==> src/rtl/mem_stage.sv <==
// mem_stage: memory-access stage between execute and writeback.
// Pops exe2mem entries, runs load/store requests against the data cache,
// aligns/extends load data and queues results in a small mem2wbk FIFO whose
// head drives writeback and the execute-stage memory bypass.
module mem_stage #(
  parameter int FIFO_DEPTH = 2
) (
  input  logic        clk,
  input  logic        reset,
  input  logic [31:0] RES_RE,
  input  logic [31:0] MEM_DATA_RE,
  input  logic [5:0]  DEST_RE,
  input  logic [1:0]  MEM_SIZE_RE,
  input  logic        WB_RE,
  input  logic        MEM_SIGN_EXTEND_RE,
  input  logic        MEM_LOAD_RE,
  input  logic        MEM_STORE_RE,
  input  logic        EXCEPTION_RE,
  input  logic        EXE2MEM_EMPTY_SE,
  output logic        EXE2MEM_POP_SM,
  output logic [31:0] MCACHE_ADR_SM,
  output logic [31:0] MCACHE_DATA_SM,
  output logic [3:0]  MCACHE_BYTE_SEL_SM,
  output logic        MCACHE_LOAD_SM,
  output logic        MCACHE_STORE_SM,
  input  logic        MCACHE_ACK_SC,
  input  logic [31:0] MCACHE_RESULT_SC,
  input  logic        MEM2WBK_POP_SW,
  output logic        MEM2WBK_EMPTY_SM,
  output logic [31:0] MEM_RES_RM,
  output logic [5:0]  MEM_DEST_RM,
  output logic        MEM_WB_RM,
  output logic        MEM_EXCEPTION_RM
);

  localparam int PTR_W = (FIFO_DEPTH > 1) ? $clog2(FIFO_DEPTH) : 1;
  localparam int CNT_W = $clog2(FIFO_DEPTH + 1);

  localparam logic [1:0] SZ_HALF = 2'b01;
  localparam logic [1:0] SZ_BYTE = 2'b10;

  typedef enum logic {IDLE, WAIT_ACK} state_t;

  // Select the addressed lane of a cache word and extend it to 32 bits.
  function automatic logic [31:0] align_load(input logic [31:0] word,
                                             input logic [1:0]  lo,
                                             input logic [1:0]  size,
                                             input logic        sext);
    logic [31:0] sh;
    logic [31:0] r;
    sh = word;
    r  = word;
    case (size)
      SZ_HALF: begin
        sh = word >> {lo[1], 4'b0000};
        r  = {{16{sext & sh[15]}}, sh[15:0]};
      end
      SZ_BYTE: begin
        sh = word >> {lo, 3'b000};
        r  = {{24{sext & sh[7]}}, sh[7:0]};
      end
      default: r = word;
    endcase
    return r;
  endfunction

  // Replicate store data across every lane it may land in.
  function automatic logic [31:0] lane_data(input logic [31:0] d,
                                            input logic [1:0]  size);
    case (size)
      SZ_HALF: return {2{d[15:0]}};
      SZ_BYTE: return {4{d[7:0]}};
      default: return d;
    endcase
  endfunction

  // Byte enables for a store; address bits below the lane size are ignored.
  function automatic logic [3:0] byte_sel(input logic [1:0] lo,
                                          input logic [1:0] size,
                                          input logic       store);
    logic [3:0] s;
    case (size)
      SZ_HALF: s = 4'b0011 << {lo[1], 1'b0};
      SZ_BYTE: s = 4'b0001 << lo;
      default: s = 4'b1111;
    endcase
    return store ? s : 4'b0000;
  endfunction

  function automatic logic [PTR_W-1:0] next_ptr(input logic [PTR_W-1:0] p);
    return (p == PTR_W'(FIFO_DEPTH - 1)) ? '0 : p + 1'b1;
  endfunction

  state_t            state, state_nxt;
  logic              take, is_mem, busy;
  logic              pop_up, push;
  logic [31:0]       push_res;
  logic [5:0]        push_dest;
  logic              push_wb, push_exc;

  // Request registers captured at issue (p1 = cache request stage).
  logic [31:0]       req_addr_p1;
  logic [31:0]       req_data_p1;
  logic [3:0]        req_sel_p1;
  logic [1:0]        req_size_p1;
  logic              req_sign_p1;
  logic [5:0]        req_dest_p1;
  logic              req_wb_p1;
  logic              req_load_p1;

  // mem2wbk FIFO storage and control.
  logic [31:0]       fifo_res  [FIFO_DEPTH];
  logic [5:0]        fifo_dest [FIFO_DEPTH];
  logic              fifo_wb   [FIFO_DEPTH];
  logic              fifo_exc  [FIFO_DEPTH];
  logic [PTR_W-1:0]  wr_ptr, rd_ptr;
  logic [CNT_W-1:0]  count;
  logic              full, empty, fifo_pop;

  assign full     = (count == CNT_W'(FIFO_DEPTH));
  assign empty    = (count == '0);
  assign fifo_pop = MEM2WBK_POP_SW & ~empty;
  assign take     = ~EXE2MEM_EMPTY_SE & ~full;
  assign is_mem   = (MEM_LOAD_RE | MEM_STORE_RE) & ~EXCEPTION_RE;
  assign busy     = (state == WAIT_ACK);

  // FSM state register; reset abandons any outstanding request.
  always_ff @(posedge clk) begin
    if (reset) state <= IDLE;
    else       state <= state_nxt;
  end

  // FSM next-state: issue memory ops, return to IDLE on cache ack.
  always_comb begin
    state_nxt = state;
    case (state)
      IDLE:     if (take && is_mem) state_nxt = WAIT_ACK;
      WAIT_ACK: if (MCACHE_ACK_SC)  state_nxt = IDLE;
      default:  state_nxt = IDLE;
    endcase
  end

  // FSM outputs: upstream pop plus the FIFO push and its payload.
  always_comb begin
    pop_up    = 1'b0;
    push      = 1'b0;
    push_res  = RES_RE;
    push_dest = DEST_RE;
    push_wb   = 1'b0;
    push_exc  = 1'b0;
    case (state)
      IDLE: begin
        if (take) begin
          pop_up = 1'b1;
          if (!is_mem) begin
            push     = 1'b1;
            push_wb  = WB_RE & ~EXCEPTION_RE;
            push_exc = EXCEPTION_RE;
          end
        end
      end
      WAIT_ACK: begin
        if (MCACHE_ACK_SC) begin
          push      = 1'b1;
          push_dest = req_dest_p1;
          push_wb   = req_load_p1 & req_wb_p1;
          push_res  = req_load_p1 ?
                      align_load(MCACHE_RESULT_SC, req_addr_p1[1:0], req_size_p1, req_sign_p1) :
                      req_addr_p1;
        end
      end
      default: ;
    endcase
    if (reset) begin
      pop_up = 1'b0;
      push   = 1'b0;
    end
  end

  assign EXE2MEM_POP_SM = pop_up;

  // Stage p0 -> p1: latch the request when a memory op is issued.
  always_ff @(posedge clk) begin
    if (state == IDLE && take && is_mem) begin
      req_addr_p1 <= RES_RE;
      req_data_p1 <= lane_data(MEM_DATA_RE, MEM_SIZE_RE);
      req_sel_p1  <= byte_sel(RES_RE[1:0], MEM_SIZE_RE, MEM_STORE_RE);
      req_size_p1 <= MEM_SIZE_RE;
      req_sign_p1 <= MEM_SIGN_EXTEND_RE;
      req_dest_p1 <= DEST_RE;
      req_wb_p1   <= WB_RE;
      req_load_p1 <= MEM_LOAD_RE;
    end
  end

  // Cache request is live only while waiting for the ack.
  assign MCACHE_LOAD_SM     = busy & req_load_p1;
  assign MCACHE_STORE_SM    = busy & ~req_load_p1;
  assign MCACHE_ADR_SM      = busy ? {req_addr_p1[31:2], 2'b00} : 32'd0;
  assign MCACHE_DATA_SM     = busy ? req_data_p1 : 32'd0;
  assign MCACHE_BYTE_SEL_SM = busy ? req_sel_p1 : 4'b0000;

  // Stage p1 -> p2: FIFO pointers and occupancy.
  always_ff @(posedge clk) begin
    if (reset) begin
      wr_ptr <= '0;
      rd_ptr <= '0;
      count  <= '0;
    end else begin
      if (push)     wr_ptr <= next_ptr(wr_ptr);
      if (fifo_pop) rd_ptr <= next_ptr(rd_ptr);
      case ({push, fifo_pop})
        2'b10:   count <= count + 1'b1;
        2'b01:   count <= count - 1'b1;
        default: count <= count;
      endcase
    end
  end

  // FIFO payload write.
  always_ff @(posedge clk) begin
    if (push) begin
      fifo_res[wr_ptr]  <= push_res;
      fifo_dest[wr_ptr] <= push_dest;
      fifo_wb[wr_ptr]   <= push_wb;
      fifo_exc[wr_ptr]  <= push_exc;
    end
  end

  // Head outputs are zeroed when empty so the bypass never matches.
  assign MEM2WBK_EMPTY_SM = empty;
  assign MEM_RES_RM       = empty ? 32'd0 : fifo_res[rd_ptr];
  assign MEM_DEST_RM      = empty ? 6'd0  : fifo_dest[rd_ptr];
  assign MEM_WB_RM        = empty ? 1'b0  : fifo_wb[rd_ptr];
  assign MEM_EXCEPTION_RM = empty ? 1'b0  : fifo_exc[rd_ptr];

endmodule

==> config.mk <==
export PLATFORM = sky130hd
export DESIGN_NAME = mem_stage
export DESIGN_NICKNAME = d
export VERILOG_FILES = /design/src/rtl/mem_stage.sv
export SDC_FILE = /design/constraint.sdc
export NUM_CORES = 1
export LEC_CHECK = 0
export ABC_AREA = 1
export BUFFER_PORTS_ARGS = -buffer_cell sky130_fd_sc_hd__buf_2
export CAP_MARGIN = 20
export CORE_ASPECT_RATIO = 2
export CORE_UTILIZATION = 43
export CTS_BUF_LIST = sky130_fd_sc_hd__clkbuf_2
export DETAILED_ROUTE_END_ITERATION = 6
export GPL_ROUTABILITY_DRIVEN = 0
export MAX_ROUTING_LAYER = met4
export PLACE_DENSITY = 0.71
export SYNTH_ARGS = -nofsm -noshare
export SYNTH_HDL_FRONTEND = slang
export SYNTH_SLANG_ARGS = --single-unit
==> constraint.sdc <==
create_clock -name clk -period 8.2 [get_ports clk]
set_input_delay 1.23 -clock clk [delete_from_list [all_inputs] [get_ports clk]]
set_output_delay 1.23 -clock clk [all_outputs]
set_load 0.03 [all_outputs]
==> metrics.txt <==
Synth Area in XOR/XNOR=0; drt first pass iters=5; outcome=complete, no violations; Arr. time, crit path=2640 ps; clock-pin slew on the worst setup and hold paths=280 ps; Syn Inst Count=926; post_cts resized=0; Max Cap Violations=0; dpl cells=1322; Hold/Removal Path Class=flop to flop; Placed Area=9360 µm²; crit-path max FO=41; CP Class=flop to output pin; clock latency on the worst-skew pair=750 ps; Syn-to-layout area delta=18.1%; Slew Limit Fails=0; post-synthesis compound-gate area fraction=0.0997; CP Launch Type=flop; post-layout net count=1244; vias=7020; Synth Area per Inst=8.76 µm²; most frequent cells in the layout=nand2_1, buf_2, edfxtp_1; Initial Utilization=0.441; Hold Vio Cnt, Final=0; GRT overflow=0; fin crit period=3870 ps; FF+latch count, synth=165; largest family of logic cells by synthesized area=simple AND/OR/NAND/NOR gates; area fraction of the dominant cell type after synthesis=0.589; post-synthesis sequential area ratio=0.604; Tot Pwr=1.81 mW; DRT Wirelength=23.3 mm; commonest non-fill, non-tap cell in the layout=nand2_1; max_slew headroom=0.261; Clock Skew=54.4 ps; Root Driver=clkbuf_2; CTS Buffer Depth=2; DP HPWL=16.7 mm; Worst-Margin Slew=1110 ps; first-pass GRT wire length=35.4 mm; Core Area=18400 µm²; Die ar.=19400 µm²; largest cells by area after synthesis=edfxtp_1, nand2_1, a21oi_1, inv_1, nor2_1; non-filler cells, final=1361; largest net degree at the start of global routing=57; vias per cell=5.16; CTS tree=yes; post-synth cell types=23; CP required=6970 ps; final setup fails=0; htree depth=4; Synth Area in Simple Gates=0.208; # hold bufs at CTS=0; CP endpoint kind=output pin; die height=196 µm; Post-DRT Antenna Nets=0; initial antenna violation count=7; unrepaired setup endpoints after global routing=false; # IOs=226; clk sink count=165; Total GRT Usage=0.251; setup TNS=0 ps; share of cells above drive strength 1=0.242; Yosys warnings=0; max frequency=259 MHz; Rows=70; adder-cell share of the synthesized area=0.00771; Worst IR Drop VDD=0.103 mV; design area=9580 µm²; leakage power=4.81 nW; multiplexer share of the synthesized area=0; post-synth top area cell=edfxtp_1; DRT iter0 DRCs=454; routed length per instance=17.1 µm; share of the clock period used by the worst path=0.472; Die Span X=99.1 µm; Post-Syn Area=8110 µm²; vias in the first global route=6803; DRC=0; TritonCTS buffer count=17; postcts setup bufs=0; I/O Buffers=223; P per Cell Area=189 nW/µm²
-- metrics by stage --
| stage | setup WS, ps | hold slack (ps) | utilization |
|---|---|---|---|
| 6_report | 4330 | 484 | 0.521 |
| 5_1_grt | 4180 | 519 | 0.521 |
| 3_3_place_gp | 4870 | 436 | 0.509 |
| 2_1_floorplan | 4410 | 425 | - |
| 3_5_place_dp | 4860 | 448 | 0.509 |
| 4_1_cts | 4300 | 477 | 0.520 |
-- synthesized netlist by cell type --
library cell / n
buf_2: 12
nor2_1: 69
clkbuf_1: 34
nand2_1: 351
buf_6: 2
edfxtp_1: 159
o21ai_0: 28
o21ai_1: 3
buf_1: 3
conb_1: 1
or2_1: 1
inv_1: 107
a31oi_1: 4
dfxtp_1: 6
buf_4: 3
a21oi_2: 1
o21bai_4: 1
nand2_2: 2
a21oi_1: 106
ha_1: 5
nand3_1: 19
inv_2: 1
a32oi_1: 8
-- flip-flops by register name, indices dropped and copies added, names as in the netlist, named ones only --
name	count
req_data_p1	32
req_wb_p1	1
req_load_p1	1
req_dest_p1	6
fifo_exc	2
fifo_res	64
req_sign_p1	1
busy	1
wr_ptr	1
req_size_p1	2
fifo_wb	2
fifo_dest	12
count	2
req_addr_p1	32
req_sel_p1	4
rd_ptr	1
-- path summary, 6_finish.rpt --
check	start	endpoint	slack, ps	depth (start not counted)
max reg2reg	busy	fifo_res[1][12]	5290	7
min reg2reg	rd_ptr	flop	480	1
min	rd_ptr	flop	480	1
max	flop	MEM_RES_RM[28]	4330	6
-- layer usage --
metal,part of all wire,routed length (µm),track usage
met3,0.069,1610,0.0517
met5,0,0,-
met1,0.34,7980,0.252
met4,0.044,1030,0.131
met2,0.54,12700,0.452
-- layout make-up --
type	count	area (µm²)
repair buffers	233	1190
inverters	108	407
clock inverters	14	110
fillers	1739	8820
well taps	216	270
multi-input cells	600	2590
flip-flops and latches	165	4900
diodes	7	17.5
clock buffers	18	90.1
-- cell families after synthesis --
kind of cell / Yosys count
DFF: 165
buffers and inverters: 162
other: 1
AOI/OAI and AO/OA: 151
adders and majority gates: 5
and+or+nand+nor: 442
-- worst max-delay path, stage by stage (launching register included) --
cell     delay (ps)
dfxtp_1         360
buf_4           270
inv_1           100
buf_4           400
nand2_1         110
a21oi_1         340
buf_2           270
-- power by group --
group	leakage [nW]	internal [mW]	switching (mW)
sequential	1.51	0.977	0.0209
clock	0.135	0.0897	0.309
combinational	3.16	0.110	0.304
No activity file was read; power rests on OpenSTA's default activity.
